File: config.mk
export PLATFORM = sky130hd
export DESIGN_NAME = fpu_dot2
export DESIGN_NICKNAME = d
export VERILOG_FILES = /design/src/rtl/fpu_dot2.sv
export SDC_FILE = /design/constraint.sdc
export NUM_CORES = 2
export LEC_CHECK = 0
export BUFFER_PORTS_ARGS = -buffer_cell sky130_fd_sc_hd__buf_2
export CAP_MARGIN = 20
export CORE_MARGIN = 3
export CORE_UTILIZATION = 50
export CTS_CLUSTER_SIZE = 12
export DETAILED_ROUTE_END_ITERATION = 6
export PLACE_DENSITY = 0.76
export SLEW_MARGIN = 30
export SYNTH_ARGS = -nofsm -noshare
export SYNTH_HDL_FRONTEND = slang
export SYNTH_SLANG_ARGS = --single-unit
File: constraint.sdc
create_clock -name clk -period 13.24 [get_ports clk]
set_clock_uncertainty 0.05 [all_clocks]
set_input_delay 1.324 -clock clk [delete_from_list [all_inputs] [get_ports clk]]
set_output_delay 1.324 -clock clk [all_outputs]
set_load 0.005 [all_outputs]
File: src/rtl/fpu_dot2.sv
// fpu_dot2: sequential binary32 two-term dot product g = a*b + c*d.
// One shared multiplier and one adder are sequenced by IDLE->MUL1->MUL2->ADD->DONE.
// Build option FPU_ROUND_EN: defined selects round-to-nearest-even with overflow to inf;
// undefined selects round-toward-zero with overflow saturating to max finite.
module fpu_dot2 (
    input  logic        clk,
    input  logic        rst,
    input  logic        en,
    output logic        fi,
    input  logic [31:0] a,
    input  logic [31:0] b,
    input  logic [31:0] c,
    input  logic [31:0] d,
    output logic [31:0] g
);

`ifdef FPU_ROUND_EN
    localparam bit RNE = 1'b1;
`else
    localparam bit RNE = 1'b0;
`endif

    localparam logic [31:0] QNAN = 32'h7FC0_0000;

    typedef enum logic [2:0] {IDLE, MUL1, MUL2, ADD, DONE} state_t;

    state_t      state, state_nxt;
    logic        fi_nxt, cap;
    logic [31:0] ra, rb, rc, rd, p1, p2;
    logic [31:0] mul_x, mul_y, mul_r, add_r;

    // Round a normalized mantissa {1,frac} with guard/sticky, then handle overflow and flush.
    function automatic logic [31:0] pack(input logic s, input logic signed [9:0] e_in,
                                         input logic [23:0] m_in, input logic grd,
                                         input logic stk);
        logic signed [9:0] e;
        logic [24:0]       mr;
        logic [22:0]       frac;
        logic              inc;
        e    = e_in;
        inc  = RNE && grd && (stk || m_in[0]);
        mr   = {1'b0, m_in} + 25'(inc);
        frac = mr[22:0];
        if (mr[24]) begin
            frac = mr[23:1];
            e    = e + 10'sd1;
        end
        if (e >= 10'sd255)
            return RNE ? {s, 8'hFF, 23'd0} : {s, 8'hFE, 23'h7F_FFFF};
        if (e <= 10'sd0)
            return {s, 31'd0};
        return {s, e[7:0], frac};
    endfunction

    // binary32 multiply with denormal flush and special-value handling.
    function automatic logic [31:0] fmul(input logic [31:0] x, input logic [31:0] y);
        logic              s, xz, yz, xi, yi, xn, yn;
        logic [47:0]       p;
        logic signed [9:0] e;
        s  = x[31] ^ y[31];
        xz = (x[30:23] == 8'h00);
        yz = (y[30:23] == 8'h00);
        xi = (x[30:23] == 8'hFF) && (x[22:0] == 23'd0);
        yi = (y[30:23] == 8'hFF) && (y[22:0] == 23'd0);
        xn = (x[30:23] == 8'hFF) && (x[22:0] != 23'd0);
        yn = (y[30:23] == 8'hFF) && (y[22:0] != 23'd0);
        if (xn || yn) return QNAN;
        if ((xi && yz) || (yi && xz)) return QNAN;
        if (xi || yi) return {s, 8'hFF, 23'd0};
        if (xz || yz) return {s, 31'd0};
        p = 48'({1'b1, x[22:0]}) * 48'({1'b1, y[22:0]});
        e = $signed({2'b00, x[30:23]}) + $signed({2'b00, y[30:23]}) - 10'sd127;
        if (p[47])
            return pack(s, e + 10'sd1, p[47:24], p[23], |p[22:0]);
        return pack(s, e, p[46:23], p[22], |p[21:0]);
    endfunction

    // binary32 add: align with guard/round/sticky, normalize on carry or cancellation.
    function automatic logic [31:0] fadd(input logic [31:0] x, input logic [31:0] y);
        logic              xz, yz, xi, yi, xn, yn;
        logic [31:0]       big, sml;
        logic [26:0]       mb, ms, al, n;
        logic [27:0]       sum;
        logic [7:0]        dd;
        logic signed [9:0] e;
        int                lz;
        xz = (x[30:23] == 8'h00);
        yz = (y[30:23] == 8'h00);
        xi = (x[30:23] == 8'hFF) && (x[22:0] == 23'd0);
        yi = (y[30:23] == 8'hFF) && (y[22:0] == 23'd0);
        xn = (x[30:23] == 8'hFF) && (x[22:0] != 23'd0);
        yn = (y[30:23] == 8'hFF) && (y[22:0] != 23'd0);
        if (xn || yn) return QNAN;
        if (xi && yi) return (x[31] != y[31]) ? QNAN : x;
        if (xi) return x;
        if (yi) return y;
        if (xz && yz) return {x[31] & y[31], 31'd0};
        if (xz) return y;
        if (yz) return x;
        if (x[30:0] >= y[30:0]) begin
            big = x;
            sml = y;
        end else begin
            big = y;
            sml = x;
        end
        mb = {1'b1, big[22:0], 3'b000};
        ms = {1'b1, sml[22:0], 3'b000};
        dd = big[30:23] - sml[30:23];
        if (dd >= 8'd27)
            al = 27'd1;
        else
            al = (ms >> dd) | 27'(|(ms & ~(27'h7FF_FFFF << dd)));
        if (big[31] != sml[31])
            sum = {1'b0, mb} - {1'b0, al};
        else
            sum = {1'b0, mb} + {1'b0, al};
        if (sum == 28'd0) return 32'h0000_0000;
        e = $signed({2'b00, big[30:23]});
        if (sum[27]) begin
            n = {sum[27:2], sum[1] | sum[0]};
            e = e + 10'sd1;
        end else begin
            lz = 0;
            for (int i = 0; i < 27; i++)
                if (sum[i]) lz = 26 - i;
            n = sum[26:0] << lz;
            e = e - 10'(lz);
        end
        return pack(big[31], e, n[26:3], n[2], |n[1:0]);
    endfunction

    // Shared multiplier operand select: term 2 only in MUL2.
    always_comb begin
        mul_x = ra;
        mul_y = rb;
        if (state == MUL2) begin
            mul_x = rc;
            mul_y = rd;
        end
    end

    assign mul_r = fmul(mul_x, mul_y);
    assign add_r = fadd(p1, p2);

    // State register.
    always_ff @(posedge clk) begin
        if (!rst) state <= IDLE;
        else      state <= state_nxt;
    end

    // Next-state, capture strobe and finish flag.
    always_comb begin
        state_nxt = state;
        fi_nxt    = 1'b0;
        cap       = 1'b0;
        case (state)
            IDLE: if (en) begin
                cap       = 1'b1;
                state_nxt = MUL1;
            end
            MUL1: state_nxt = MUL2;
            MUL2: state_nxt = ADD;
            ADD:  state_nxt = DONE;
            DONE: begin
                if (en) fi_nxt    = 1'b1;
                else    state_nxt = IDLE;
            end
            default: state_nxt = IDLE;
        endcase
    end

    // Operand capture, partial products, result and finish flag.
    always_ff @(posedge clk) begin
        if (!rst) begin
            fi <= 1'b0;
            g  <= 32'h0000_0000;
            ra <= 32'h0;
            rb <= 32'h0;
            rc <= 32'h0;
            rd <= 32'h0;
            p1 <= 32'h0;
            p2 <= 32'h0;
        end else begin
            fi <= fi_nxt;
            if (cap) begin
                ra <= a;
                rb <= b;
                rc <= c;
                rd <= d;
            end
            if (state == MUL1) p1 <= mul_r;
            if (state == MUL2) p2 <= mul_r;
            if (state == ADD)  g  <= add_r;
        end
    end

endmodule

-- Word level (Yosys, flattened, before mapping)
Cells that the tools add are included.
- register bits after elaboration: 228
- bits of input ports: 131
- $add $sub $neg: 8
- multiply operators: 1
- magnitude comparators: 8
- equal/unequal tests: 12
- shift-type cells: 3
- multiplexer cells: 235
- bitwise logic cells: 6
- reductions and logical operators: 34
- operator list (operator ; count):
    $mux 32 ; 97
    $mux 28 ; 8
    $mux 27 ; 8
    $mux 10 ; 19
    $mux 1 ; 98
    $logic_not 23->1 ; 4
    $reduce_bool 23->1 ; 4
    $mul 24x24->48 ; 1
    $eq 8x8->1 const B ; 4
    $logic_not 8->1 ; 4
    $shl 27x32->26 ; 1
    $ge 31x31->1 ; 1
    $ge 10x9->1 const B ; 3
    $le 10x1->1 const B ; 3
    $add 27x27->28 ; 1
    $logic_not 28->1 ; 1
    $sub 27x27->28 ; 1
    $and 27x27->27 ; 1
    $not 27->27 ; 1
    $or 27x1->27 ; 1
    $reduce_or 27->1 ; 1
    $shl 27x8->27 const A ; 1
    $shr 27x8->27 ; 1
    $mux 26 ; 1
    other kinds (22) ; 42

-- Longest topological paths before layout
- word-level depth: 130
- gate-level depth with buffers: 67

-- Least setup slack after synthesis
OpenSTA, ideal clock, no wires.
- kind: reg2reg
- start: register p2[27]
- end: register g[10]
- setup time: 0.120 ns
- arrival time: 11.433 ns
- required time: 13.070 ns
- setup slack: 1.637 ns
- stages on the path, launching flop included: 63
- clock period less this slack: 11.603 ns
- cell sequence: dfxtp_1 > inv_1 > ha_1 > buf_6 > a21o_1 > a211o_1 > o221a_2 > nor2_1 > a211o_1 > and2_1 > ha_1 > inv_1 > and3_1 > o22ai_1 > o2111a_1 > and2_1 > buf_6 > buf_2 > [27 not listed] > nor2b_1 > inv_2 > buf_1 > ha_1 > a21o_1 > a21oi_1 > inv_1 > a21oi_1 > nand2_1 > mux2i_1 > xor2_1 > nor4_1 > a21o_1 > and3_1 > clkbuf_1 > or3_1 > o21a_1 > o31a_1
- word-level cells in the longest chain between the ends: 99
- elaborated cells on any way between the ends: 172
- ends and longest elaborated chain (what ; RTL line ; text):
    start: declaration ; 29 ; logic [31:0] ra, rb, rc, rd, p1, p2;
    start signal: assignment ; 193 ; if (state == MUL2) p2 <= mul_r;
    $ge 31x31->1 ; 100 ; if (x[30:0] >= y[30:0]) begin
    $mux 32 (2 in a row) ; 100 ;
    $mux 32 ; 99 ; if (yz) return x;
    $mux 32 ; 98 ; if (xz) return y;
    $mux 32 ; 97 ; if (xz && yz) return {x[31] & y[31], 31'd0};
    $mux 32 ; 96 ; if (yi) return y;
    $mux 32 ; 95 ; if (xi) return x;
    $mux 32 ; 94 ; if (xi && yi) return (x[31] != y[31]) ? QNAN : x;
    [82 not listed] ; n/a ;
    $mux 32 ; 119 ; e = $signed({2'b00, big[30:23]});
    $mux 32 ; 100 ;
    $mux 32 ; 99 ;
    $mux 32 ; 98 ;
    $mux 32 ; 97 ;
    $mux 32 ; 96 ;
    $mux 32 ; 95 ;
    $mux 32 * ; 94 ;
    end signal: assignment ; 194 ; if (state == ADD) g <= add_r;
    end: declaration ; 14 ; output logic [31:0] g
Mark *: on every way between the ends. The rest lies on a longest branch, timed or not. The select of a mux whose other input is x is not followed.
A chain may end at the register's enable or synchronous reset.

-- Worst setup path after layout
- start: register state[1]
- end: register p1[3]
- word-level cells in the longest chain between the ends: 26
- elaborated cells on any way between the ends: 96
- ends and longest elaborated chain (what ; RTL line ; text):
    start: declaration ; 27 ; state_t state, state_nxt;
    start signal: assignment ; 149 ; else state <= state_nxt;
    $eq 3x2->1 ; 137 ; if (state == MUL2) begin
    $mux 32 ; 137 ;
    $add 8x8->9 ; 72 ; e = $signed({2'b00, x[30:23]}) + $signed({2'b00, y[30:23]}) - 10'sd127;
    $sub 9x7->10 ; 72 ;
    $add 10x2->10 ; n/a ;
    $mux 10 ; 73 ; if (p[47])
    $mux 10 ; 71 ; p = 48'({1'b1, x[22:0]}) * 48'({1'b1, y[22:0]});
    $mux 10 ; 70 ; if (xz || yz) return {s, 31'd0};
    [10 not listed] ; n/a ;
    $mux 32 ; 52 ; return {s, e[7:0], frac};
    $mux 32 ; 50 ; if (e <= 10'sd0)
    $mux 32 ; 73 ;
    $mux 32 ; 75 ; return pack(s, e, p[46:23], p[22], |p[21:0]);
    $mux 32 ; 71 ;
    $mux 32 ; 70 ;
    $mux 32 ; 69 ; if (xi || yi) return {s, 8'hFF, 23'd0};
    $mux 32 ; 68 ; if ((xi && yz) || (yi && xz)) return QNAN;
    end signal: assignment ; 192 ; if (state == MUL1) p1 <= mul_r;
    end: declaration ; 29 ;
Parallel ways exist; a longest one is shown, timed or not. The select of a mux whose other input is x is not followed.

==> summary.md <==
| Metric | Value |
|---|---|
| # nets final | `5,806` |
| Net Switching | `3.06 mW` |
| Synth top area share | `25.9%` |
| Comb pwr share | `72.9%` |
| Final Cycle Share | `94.1%` |
| Part of the power in registers | `13.9%` |
| Max-cap violations | `0` |
| TritonCTS Buffers | `26` |
| Post-route insts no fill | `5,891` |
| Sw Share | `54.7%` |
| Grt ovf | `0` |
| # IOs | `164` |
| Status | `finished clean` |
| Routability cong. | `1.10` |
| Slowest cell on crit path | `o31ai_1` |
| Worst Reg-to-Reg Cells | `35` |
| R2R Setup Slk | `0.78 ns` |
| Vias in the first global route | `35,100` |
| VDD IR-drop max | `0.139 mV` |
| Critical path required time | `13.63 ns` |
| Hold slack | `0.413 ns` |
| DRT antenna net count | `0` |
| Crit Path Max Fanout | `49` |
| Yosys warnings | `0` |
| Initial cell density of the core | `50.9%` |
| Placed Area | `0.0396 sq mm` |
| Via density | `6.07` |
| DP HPWL | `101,000 microns` |
| Non-Filler Cell Area, Final | `0.0405 sq mm` |
| Main area contributors after synthesis | `fa_1 26%, dfxtp_1 12%, ha_1 9.2%, nand2_1 8.9%, inv_1 6.9%` |
| Row cnt | `99` |
| Post-CTS setup buffers | `0` |
| Mapped Area | `0.0374 sq mm` |
| Synth cell types | `92` |
| CTS clk-pin slew, worst paths | `0.06 ns` |
| Sequential share of the synthesized area | `12.2%` |
| Worst Hold Class | `reg2reg` |
| Slew Limit Fails | `0` |
| RSZ-0062 raised after global routing | `no` |
| Antenna cells | `0` |
| Area grow syn2layout | `8.51%` |
| Worst-Skew Late Latency | `0.57 ns` |
| Synth cell count leaders | `881 x nand2_1, 691 x inv_1, 484 x fa_1` |
| TritonCTS clock tree | `built` |
| R2r endpoint | `p1[3]` |
| Slew of the pin with the lowest slew margin | `1.04 ns` |
| Rel. slew slack | `30.3%` |
| H-tree levels | `1` |
| CP Class | `reg2reg` |
| Post-synth top area cell | `fa_1` |
| Largest net degree at the start of global routing | `128` |
| Vias | `35,700` |
| Syn_area_per_cell | `7.73 sq um` |
| Total die area | `0.0780 sq mm` |
| Core area | `0.0735 sq mm` |
| CP Capture Type | `flop` |
| Hold Path End | `rc[11]` |
| Leak | `18.7 nW` |
| Most numerous cell in the Yosys netlist | `nand2_1` |
| Startpoint Class | `flop` |
| Tmin final | `12.46 ns` |
| Global-route wire length before repair | `200,000 microns` |
| TritonRoute pass-1 iters | `6` |
| Chip width | `279 microns` |
| Worst Path Arrival | `12.85 ns` |
| Number of remaining DRC errors | `0` |
| Final Hold Viols | `0` |
| Clock buffer depth | `3` |
| Fmax | `0.0802 GHz` |
| Post-synth EDFFs | `0` |
| Final Setup Violations | `0` |
| TNS Setup | `0 ns` |
| PwrDens | `138 mW/mm^2` |
| Pint | `2.53 mW` |
| Setup ws final | `0.775 ns` |
| Async SR Flop Fraction | `0%` |
| Post-Route WL | `128,000 microns` |
| Die H | `279 microns` |
| Total power draw | `5.59 mW` |
| Top_reg_cell synth | `dfxtp_1` |
| All-layer global routing usage | `32.5%` |
| Iter 0 DRT Violations | `3,922` |
| Root buffer cell | `clkbuf_16` |
| Initial antenna violation count | `3` |
| Fin util | `55.2%` |
| Min-delay src | `rc[11]` |
| Wire per inst | `21.7 microns` |
| WHS Path Cells | `2` |
| Register bit count reported by yosys | `228` |
| Clk network pwr share | `13.2%` |
| Post-Place Setup Slack | `0.572 ns` |
| Port Buf Inserts | `163` |
| CP dominant cell by count | `fa_1` |
| CP max stage delay | `0.68 ns` |
| Placed cells | `5,848` |
| CTS sink count | `228` |
| Cell count after synthesis | `4,833` |
| Share of cells above drive strength 1 | `9.27%` |
| Reg-to-reg critical path startpoint | `state[1]` |
| Post-synth net total | `5,722` |
area by class of cell:
type	count	area, sq um
fillers	6844	32900
multi-input cells	3632	29200
clock inverters	10	148
clock buffers	33	697
well taps	959	1200
inverters	704	2640
repair buffers	325	2060
flip-flops and latches	228	4560
worst max-delay path by stage:
stage,slack (ns),start,to
final,0.78,state[1],p1[3]
after global routing,0.03,p2[27],g[14]
after CTS,0.51,p2[25],g[5]
after detailed placement,0.57,p2[25],g[5]
after global placement,0.90,p2[25],g[5]
after floorplan,1.64,p2[27],g[10]
routing by layer:
metal | up-vias | GRT usage (%) | part of all wire (%)
li1 | 16000 | - | -
met1 | 17200 | 44.2 | 40
met2 | 2119 | 49.0 | 42
met3 | 409 | 9.53 | 13
met4 | 2 | 12.7 | 4.7
met5 | - | 0 | 0.0070
critical path, delay by kind of cell, from the launching register on:
| family | cells | cell delay, ns |
|---|---|---|
| simple gates | 7 | 1.92 |
| fa+ha+maj | 8 | 3.74 |
| xor+xnor | 1 | 0.18 |
| compound gates | 11 | 4.09 |
| mux | 1 | 0.23 |
| flops | 1 | 0.48 |
| buf+inv | 7 | 1.55 |
state kept, by name, summed over array words and instances, names as in the netlist:
signal,cells
rc,32
p1,32
p2,32
fi,1
state,3
ra,32
g,32
rb,32
rd,32
kinds of logic after synthesis:
logic type,count (synthesis),synth area share [%]
buffers and inverters,973,9.97
xor gates and xnor gates,75,1.78
adders and majority gates,758,35.1
AOI/OAI and AO/OA,976,17.3
muxes,151,4.41
DFF,228,12.2
and+or+nand+nor,1672,19.2
placed cells by master (no fill, tap or decap), types with 31 or more instances in the layout:
| cell | synthesis | routed |
|---|---|---|
| a21oi_1 | 228 | 227 |
| and3_1 | 36 | 36 |
| o21ai_0 | 215 | 212 |
| buf_2 | 20 | 162 |
| a21boi_0 | 134 | 134 |
| a31oi_1 | 31 | 31 |
| nor4_1 | 34 | 33 |
| nand2_1 | 881 | 877 |
| o211ai_1 | 35 | 35 |
| a211oi_1 | 32 | 31 |
| nor3_1 | 65 | 64 |
| dfxtp_1 | 228 | 228 |
| ha_1 | 274 | 272 |
| inv_1 | 691 | 690 |
| a21o_1 | 41 | 41 |
| buf_4 | 2 | 160 |
| nand4_1 | 40 | 40 |
| fa_1 | 484 | 484 |
| nor2_1 | 398 | 394 |
| and2_1 | 37 | 36 |
| a22o_1 | 32 | 32 |
| nand3_1 | 61 | 61 |
| xnor2_1 | 54 | 54 |
| mux2i_1 | 123 | 117 |
power groups by stage:
stage,Combinational [mW],Clock [mW],Sequential (mW)
finish,4.08,0.738,0.777
global route,4.39,0.773,0.782
CTS,3.90,0.746,0.775
detailed placement,3.87,0,0.790
global placement,3.86,0,0.788
floorplan,2.64,0,0.778
what timing repair did:
action                                  4_1_cts  5_1_grt
endpoints found under the setup margin        0       45
hold buffers                                  0        0
gates resized for setup                       0       19
No activity file was read; power rests on OpenSTA's default activity.
